[src/rtl/c_pkg.sv]
// rtl/c_pkg.sv - shared types and helpers for the pipelined unary/thermometer checker
package c_pkg;

   localparam int C_W_MAX  = 64;
   localparam int C_CNT_W  = 8;

   // seen = zero_seen (normal lane) or one_seen (complement lane)
   typedef struct packed {
      logic               seen;
      logic               bad;
      logic [C_CNT_W-1:0] cnt;
   } c_lane_t;

   localparam int C_LANE_W = $bits(c_lane_t);

   typedef struct packed {
      logic               valid;
      c_lane_t            lane_norm;
      c_lane_t            lane_comp;
      logic [C_W_MAX-1:0] rem_x;
   } c_stage_t;

   function automatic int c_vw(input int w);
      return $clog2(w + 1);
   endfunction

endpackage

[src/rtl/c_pipe_stage.sv]
// rtl/c_pipe_stage.sv - combinational update of both scan lanes from one chunk
module c_pipe_stage
   import c_pkg::*;
#(
   parameter int CW                    = 4,
   parameter int VW                    = 5,
   parameter int P_ADMIT_COMPLIMENT_EN = 1
) (
   input  logic [CW-1:0]       chunk,
   input  logic [C_LANE_W-1:0] norm_in,
   input  logic [C_LANE_W-1:0] comp_in,
   output logic [C_LANE_W-1:0] norm_out,
   output logic [C_LANE_W-1:0] comp_out
);

   if (VW > C_CNT_W) begin : g_bad_vw
      $error("c_pipe_stage: VW exceeds lane counter width");
   end

   c_lane_t n;
   c_lane_t c;

   always_comb begin
      n = c_lane_t'(norm_in);
      c = c_lane_t'(comp_in);
      for (int i = 0; i < CW; i++) begin
         // normal lane counts leading (LSB-side) ones; a one after a zero is illegal
         if (chunk[i]) begin
            if (n.seen) n.bad = 1'b1;
            else        n.cnt = n.cnt + C_CNT_W'(1);
         end else begin
            n.seen = 1'b1;
         end
         if (!chunk[i]) begin
            if (c.seen) c.bad = 1'b1;
            else        c.cnt = c.cnt + C_CNT_W'(1);
         end else begin
            c.seen = 1'b1;
         end
      end
      norm_out = n;
      comp_out = (P_ADMIT_COMPLIMENT_EN != 0) ? c : '0;
   end

endmodule

[src/rtl/c_pipe.sv]
// rtl/c_pipe.sv - pipelined, flow-controlled unary/thermometer admission checker
module c_pipe
   import c_pkg::*;
#(
   parameter  int W                     = 16,
   parameter  int P_STAGES              = 4,
   parameter  int P_ADMIT_COMPLIMENT_EN = 1,
   localparam int CW                    = W / P_STAGES,
   localparam int VW                    = c_vw(W)
) (
   input  logic          clk,
   input  logic          rst,
   input  logic          i_valid,
   input  logic [W-1:0]  i_x,
   output logic          o_ready,
   output logic          o_valid,
   input  logic          i_ready,
   output logic          o_is_unary,
   output logic          o_is_compliment,
   output logic [VW-1:0] o_value
);

   if ((W % P_STAGES) != 0 || W < 2 || W > C_W_MAX) begin : g_bad_cfg
      $error("c_pipe: W must be >= 2, <= C_W_MAX and a multiple of P_STAGES");
   end

   logic     adv;
   c_stage_t in_stage;

   // one global enable: the whole pipe freezes while the consumer stalls
   assign adv     = !o_valid | i_ready;
   assign o_ready = adv;

   always_comb begin
      in_stage              = '0;
      in_stage.valid        = i_valid;
      in_stage.rem_x[W-1:0] = i_x;
   end

   for (genvar k = 0; k < P_STAGES; k++) begin : g_stage
      c_stage_t            cur;
      c_stage_t            q;
      logic [C_LANE_W-1:0] norm_nxt;
      logic [C_LANE_W-1:0] comp_nxt;

      if (k == 0) begin : g_first
         assign cur = in_stage;
      end else begin : g_next
         assign cur = g_stage[k-1].q;
      end

      c_pipe_stage #(
         .CW                    (CW),
         .VW                    (VW),
         .P_ADMIT_COMPLIMENT_EN (P_ADMIT_COMPLIMENT_EN)
      ) u_stage (
         .chunk    (cur.rem_x[k*CW +: CW]),
         .norm_in  (cur.lane_norm),
         .comp_in  (cur.lane_comp),
         .norm_out (norm_nxt),
         .comp_out (comp_nxt)
      );

      always_ff @(posedge clk) begin
         if (rst) begin
            q <= '0;
         end else if (adv) begin
            q.valid     <= cur.valid;
            q.lane_norm <= c_lane_t'(norm_nxt);
            q.lane_comp <= c_lane_t'(comp_nxt);
            q.rem_x     <= cur.rem_x;
         end
      end
   end

   c_stage_t fin;
   logic     norm_ok;
   logic     comp_ok;
   logic     unused_fin;

   assign fin = g_stage[P_STAGES-1].q;

   // resolve from the last stage register; gating with valid keeps idle outputs at 0
   assign norm_ok = fin.valid & !fin.lane_norm.bad;
   assign comp_ok = fin.valid & (P_ADMIT_COMPLIMENT_EN != 0) & !fin.lane_comp.bad
                    & fin.lane_comp.seen & (fin.lane_comp.cnt != '0);

   assign o_valid         = fin.valid;
   assign o_is_unary      = norm_ok | comp_ok;
   assign o_is_compliment = !norm_ok & comp_ok;
   assign o_value         = norm_ok ? fin.lane_norm.cnt[VW-1:0] :
                            comp_ok ? fin.lane_comp.cnt[VW-1:0] : '0;

   assign unused_fin = ^{fin.rem_x, fin.lane_norm.cnt, fin.lane_comp.cnt};

endmodule

[config.mk]
export PLATFORM = sky130hd
export DESIGN_NAME = c_pipe
export DESIGN_NICKNAME = d
export VERILOG_FILES = /design/src/rtl/c_pkg.sv /design/src/rtl/c_pipe_stage.sv /design/src/rtl/c_pipe.sv
export SDC_FILE = /design/constraint.sdc
export NUM_CORES = 1
export LEC_CHECK = 0
export BUFFER_PORTS_ARGS = -buffer_cell sky130_fd_sc_hd__buf_2
export CORE_UTILIZATION = 56
export DETAILED_ROUTE_END_ITERATION = 7
export PLACE_DENSITY = 0.82
export SLEW_MARGIN = 20
export SYNTH_ARGS = -nofsm -noshare
export SYNTH_HDL_FRONTEND = slang
export SYNTH_SLANG_ARGS = --single-unit
[constraint.sdc]
create_clock -name clk -period 9.18 [get_ports clk]
set_input_delay 0.918 -clock clk [delete_from_list [all_inputs] [get_ports clk]]
set_output_delay 0.918 -clock clk [all_outputs]
set_load 0.02 [all_outputs]
Yosys cells after proc, flatten, opt, wreduce, memory -nomap -nowiden

Index checks and enable logic that the tools add are counted.
W data, S select, Z words.

Register bits after elaboration: 128
Word-level logic and storage cells: 197

Add/subtract/negate cells: 30
Muxes and demuxes: 125
Bitwise operators: 7
Reduce and logical (&&, ||, !) cells: 5

Operator list:

| kind                  | count |
|---|---|
| $mux W9               | 30 |
| $mux W8               | 30 |
| $add A8 B1 Y8 const B | 28 |
| $mux W1               | 63 |
| $mux W5               | 2 |
| $reduce_bool A8 Y1    | 1 |
| $and A1 B1 Y1         | 5 |
| $add A1 B1 Y2 const B | 2 |
| $logic_not A1 Y1      | 4 |
| $or A1 B1 Y1          | 2 |

Longest topological paths before layout

Depth after elaboration: 12
Gate-level depth with buffers: 16

Hierarchy

From an unflattened synthesis, not the netlist that was laid out.

Cells, all modules: 1337
Area total of the unflattened synthesis: 10453.8 um^2

Modules (own cells, without submodules):

| module                                 | times used | cells an instance | area an instance (um^2) | seq. area each (um^2) |
|---|---|---|---|---|
| c_pipe_stage at g_stage[0].u_stage ... | 3          | 225               | 1607.8                  | 0.0 |
| c_pipe                                 | 1          | 467               | 4176.5                  | 2082.0 |
| c_pipe_stage at g_stage[3].u_stage     | 1          | 195               | 1453.9                  | 0.0 |

Worst setup path before layout

No wires, ideal clock.

Path kind: flip-flop to flip-flop
From: register g_stage[2].q[12] (netlist name)
To: register g_stage[3].q (netlist bit fin[71])
Arrival time: 3.171 ns
Path slack: 5.947 ns
Cell stages (with the launch flop): 13
Clock period less this slack: 3.233 ns
Path through: dfxtp_1 > or2_2 > buf_2 > xnor2_1 > ha_1 > nor2b_4 > or4b_4 > o2111a_1 > o2111a_2 > o211a_1 > xor2_1 > or4_1 > nand3_1

Longest elaborated chain between the ends: 10
Elaborated cells on any way between the ends: 13

Ends and longest elaborated chain:

| element       | line               | source |
|---|---|---|
| from (decl)   | c_pipe.sv:42       | `c_stage_t q;` |
| $mux W9       | c_pipe_stage.sv:34 | `if (!chunk[i]) begin` |
| $add A8 B1 Y8 | c_pipe_stage.sv:36 | `else c.cnt = c.cnt + C_CNT_W'(1);` |
| $mux W8       | c_pipe_stage.sv:35 | `if (c.seen) c.bad = 1'b1;` |
| $mux W9       | c_pipe_stage.sv:34 |  |
| $add A8 B1 Y8 | c_pipe_stage.sv:36 |  |
| $mux W8       | c_pipe_stage.sv:35 |  |
| $mux W9       | c_pipe_stage.sv:34 |  |
| $add A8 B1 Y8 | c_pipe_stage.sv:36 |  |
| $mux W8       | c_pipe_stage.sv:35 |  |
| $mux W9 (*)   | c_pipe_stage.sv:34 |  |
| to (decl)     | c_pipe.sv:42       |  |

Every way passes the cells marked *; elsewhere a longest branch is shown, timed or not.
A chain may end at the register's enable or synchronous reset.

Final worst setup path

From: register g_stage[2].q[64] (netlist name)
To: register g_stage[3].q (netlist bit fin[71])

Longest elaborated chain between the ends: 12

Ends and longest elaborated chain:

| element       | line |
|---|---|
| $add A8 B1 Y8 | c_pipe_stage.sv:36 |
| $mux W8       | c_pipe_stage.sv:35 |
| $mux W9 (*)   | c_pipe_stage.sv:34 |
| $add A8 B1 Y8 | c_pipe_stage.sv:36 |
| $mux W8       | c_pipe_stage.sv:35 |
| $mux W9 (*)   | c_pipe_stage.sv:34 |
| $add A8 B1 Y8 | c_pipe_stage.sv:36 |
| $mux W8       | c_pipe_stage.sv:35 |
| $mux W9 (*)   | c_pipe_stage.sv:34 |
| $add A8 B1 Y8 | c_pipe_stage.sv:36 |
| $mux W8       | c_pipe_stage.sv:35 |
| $mux W9 (*)   | c_pipe_stage.sv:34 |

Marked as above.

==> results.toml <==
[cells_and_area]
diodes = 0
areaGrowthSynthToFinish_pct = 6.22
final_common_cell = "nand2_1"
drive_above_1_share = 0.0793
nets = 900
mostFrequentLayoutCells = "nand2_1, dfxtp_1, nor2_1"
design_area_um2 = 6880

[logic_synthesis]
synth_ff_type = "dfxtp_1"
netlist_instances = 869
syn_area_um2 = 6480
yosys_warnings = 0
synth_top_family_by_area = "simple AND/OR/NAND/NOR gates"
muxShareOfSynthArea = 0.0290
seq_area_frac_synth = 0.278
synth-compound-area-share = 0.179
synth-edff-count = 0
synth_fp_nets = 916
synth_cell_types = 71
yosys.area_share.simple = 0.281
yosys.area_share.xor_xnor = 0.136
synthAdderAreaFrac = 0.0522
syn_area_per_cell_um2 = 7.45
synthArstFlopShare = 0
ys_ff_latch = 90

[sta]
fin_ws_ps = 5650
skew_ps = 4.38
max_freq_mhz = 283
rsz0062_at_grt = "false"
worst_hold_slack_ps = 451
tightest_slew_ps = 1010
relSlewSlack = 0.330
setup_tns_ps = 0
period_needed_ps = 3530
hold_viol = 0
min_period_over_period = 0.385
maxSlewViolCount = 0
setup_viol = 0

[placed_design]
place_area_um2 = 6590
gp_congestion = 0.835
post-place-ws_ps = 5690
dpl.hpwl_mm = 9.06
numPortBuffers = 28

[clocking]
clock_sinks = 90
clock-root-buffer = "clkbuf_16"
worstSkewPairLatency_ps = 350
cts_setup_buffers = 0
cts_tree = "built"
cts_buffer_depth = 2
numCtsBuffers = 9
hold_buffers = 0
cts.repair.resized = 0
h-tree-depth = 3
path_clk_slew_ps = 60

[drt]
route.vias.total = 5705
drcViolationCount = 0
drt_iter0_markers = 335
drt-total-wl_mm = 13.5
viasPerCell = 5.72
ant_nets = 0
dr.pass1.iters = 5
wl_per_cell_um = 13.5

[floorplanning]
dieArea_um2 = 12000
die_w_um = 110
num_rows = 38
core_area_um2 = 11000
io_pins = 29
initial_core_util = 0.587
die_h_um = 110

[critical_path]
crit_required_ps = 9470
criticalPathCategory = "register to register"
cp-start-kind = "register"
path_max_fanout = 12
crit_arrival_ps = 3830
cp-end-kind = "register"

[job]
cap_violations = 0

[pwr]
ir_drop_mv = 0.134
switching_power_uw = 295
seqPwrFrac = 0.439
internal_power_uw = 722
combPwrFrac = 0.196
p_leak_nw = 2.69
powerDensity_nw_per_um2 = 148
power.share.clock = 0.365
power_switching_share = 0.290

[global_routing]
grt_pass1_vias = 5187
grt_start_max_net_pins = 106
grt.overflow.total = 0
grt_pass1_wl_mm = 23.6
gr-usage-all-layers = 0.245
antenna_found_initial = 0

[status]
status = "finished, final reports clean"

[min_path]
min_path_type = "register to register"
## synth_stat cells, types with 7 or more instances
master	count	share of area
nand4_1	13	0.013
inv_1	15	0.0087
nand2_1	157	0.091
nor2_1	88	0.051
o21ai_0	33	0.026
nand3_1	17	0.013
ha_1	27	0.052
nor2b_1	11	0.011
a211oi_1	26	0.030
and2_1	9	0.0087
nand2b_1	10	0.0097
a21oi_1	63	0.049
mux2i_1	12	0.019
clkbuf_1	50	0.029
xor2_1	22	0.030
dfxtp_1	90	0.28
nor4_1	8	0.0077
nor3_1	32	0.025
xnor2_1	68	0.092
a21o_1	7	0.0081
## routing by layer
metal / up-vias / global-route usage / routed length, µm
li1: 2991 / - / -
met1: 2615 / 0.336 / 6790
met5: - / 0 / 0
met2: 86 / 0.396 / 6060
met4: 0 / 0.0924 / 201
met3: 13 / 0.0267 / 414
## registers in the layout, summed over array words and instances (netlist names)
| signal | cells |
|---|---|
| fin | 16 |
| o_valid | 1 |
| g_stage.q | 73 |
## area by class of cell
cell class                 count  area (µm²)
clock inverter                 5        53.8
multi-input combinational    705        4390
fill                         997        4150
tap                          140         175
timing repair buffer          31         163
clock buffer                  10         239
sequential                    90        1800
inverter                      16        61.3
## path summary, 6_finish.rpt
| kind | slack, ps | start | cells past startpoint | to |
|---|---|---|---|---|
| worst max-delay path | 5650 | g_stage[2].q[64]$_SDFFE_PP0P_ | 12 | fin[71]$_SDFFE_PP0P_ |
| worst min-delay path | 450 | g_stage[1].q[13]$_SDFFE_PP0P_ | 2 | g_stage[1].q[13]$_SDFFE_PP0P_ |
| worst max register to register | 5650 | g_stage[2].q[64]$_SDFFE_PP0P_ | 12 | fin[71]$_SDFFE_PP0P_ |
| worst min register to register | 450 | g_stage[1].q[13]$_SDFFE_PP0P_ | 2 | g_stage[1].q[13]$_SDFFE_PP0P_ |
## per-stage QoR
step                      power, mW  std cells   util
after detailed placement      0.649        982  0.597
after global placement        0.642        982  0.597
after floorplan               0.611        869      -
after global routing           1.07        997  0.624
final                          1.02        997  0.624
after CTS                      1.02        997  0.624
## cells by family (layout without fill, tap and decap cells)
family,count (synthesis),after routing
muxes,18,18
and+or+nand+nor,385,385
adders and majority gates,27,27
DFF,90,90
xor gates and xnor gates,94,94
AOI/OAI and AO/OA,181,181
buffers and inverters,74,62
## power by group through the flow
stage	registers (mW)	logic, mW	clock network [mW]
3_3_place_gp	0.453	0.189	0
3_5_place_dp	0.454	0.195	0
2_1_floorplan	0.434	0.177	0
5_1_grt	0.450	0.226	0.391
4_1_cts	0.445	0.199	0.379
6_report	0.446	0.199	0.372
## critical path, stage by stage (launching register included)
cell,delay (ps)
dfxtp_1,610
ha_1,340
nand2_1,70
nand2_1,50
ha_1,280
mux2i_1,160
o21ai_0,130
ha_1,270
xnor3_1,360
nor4_1,450
nand4_1,180
or4_1,490
nand3_1,90
(Power assumes the default switching activity.)
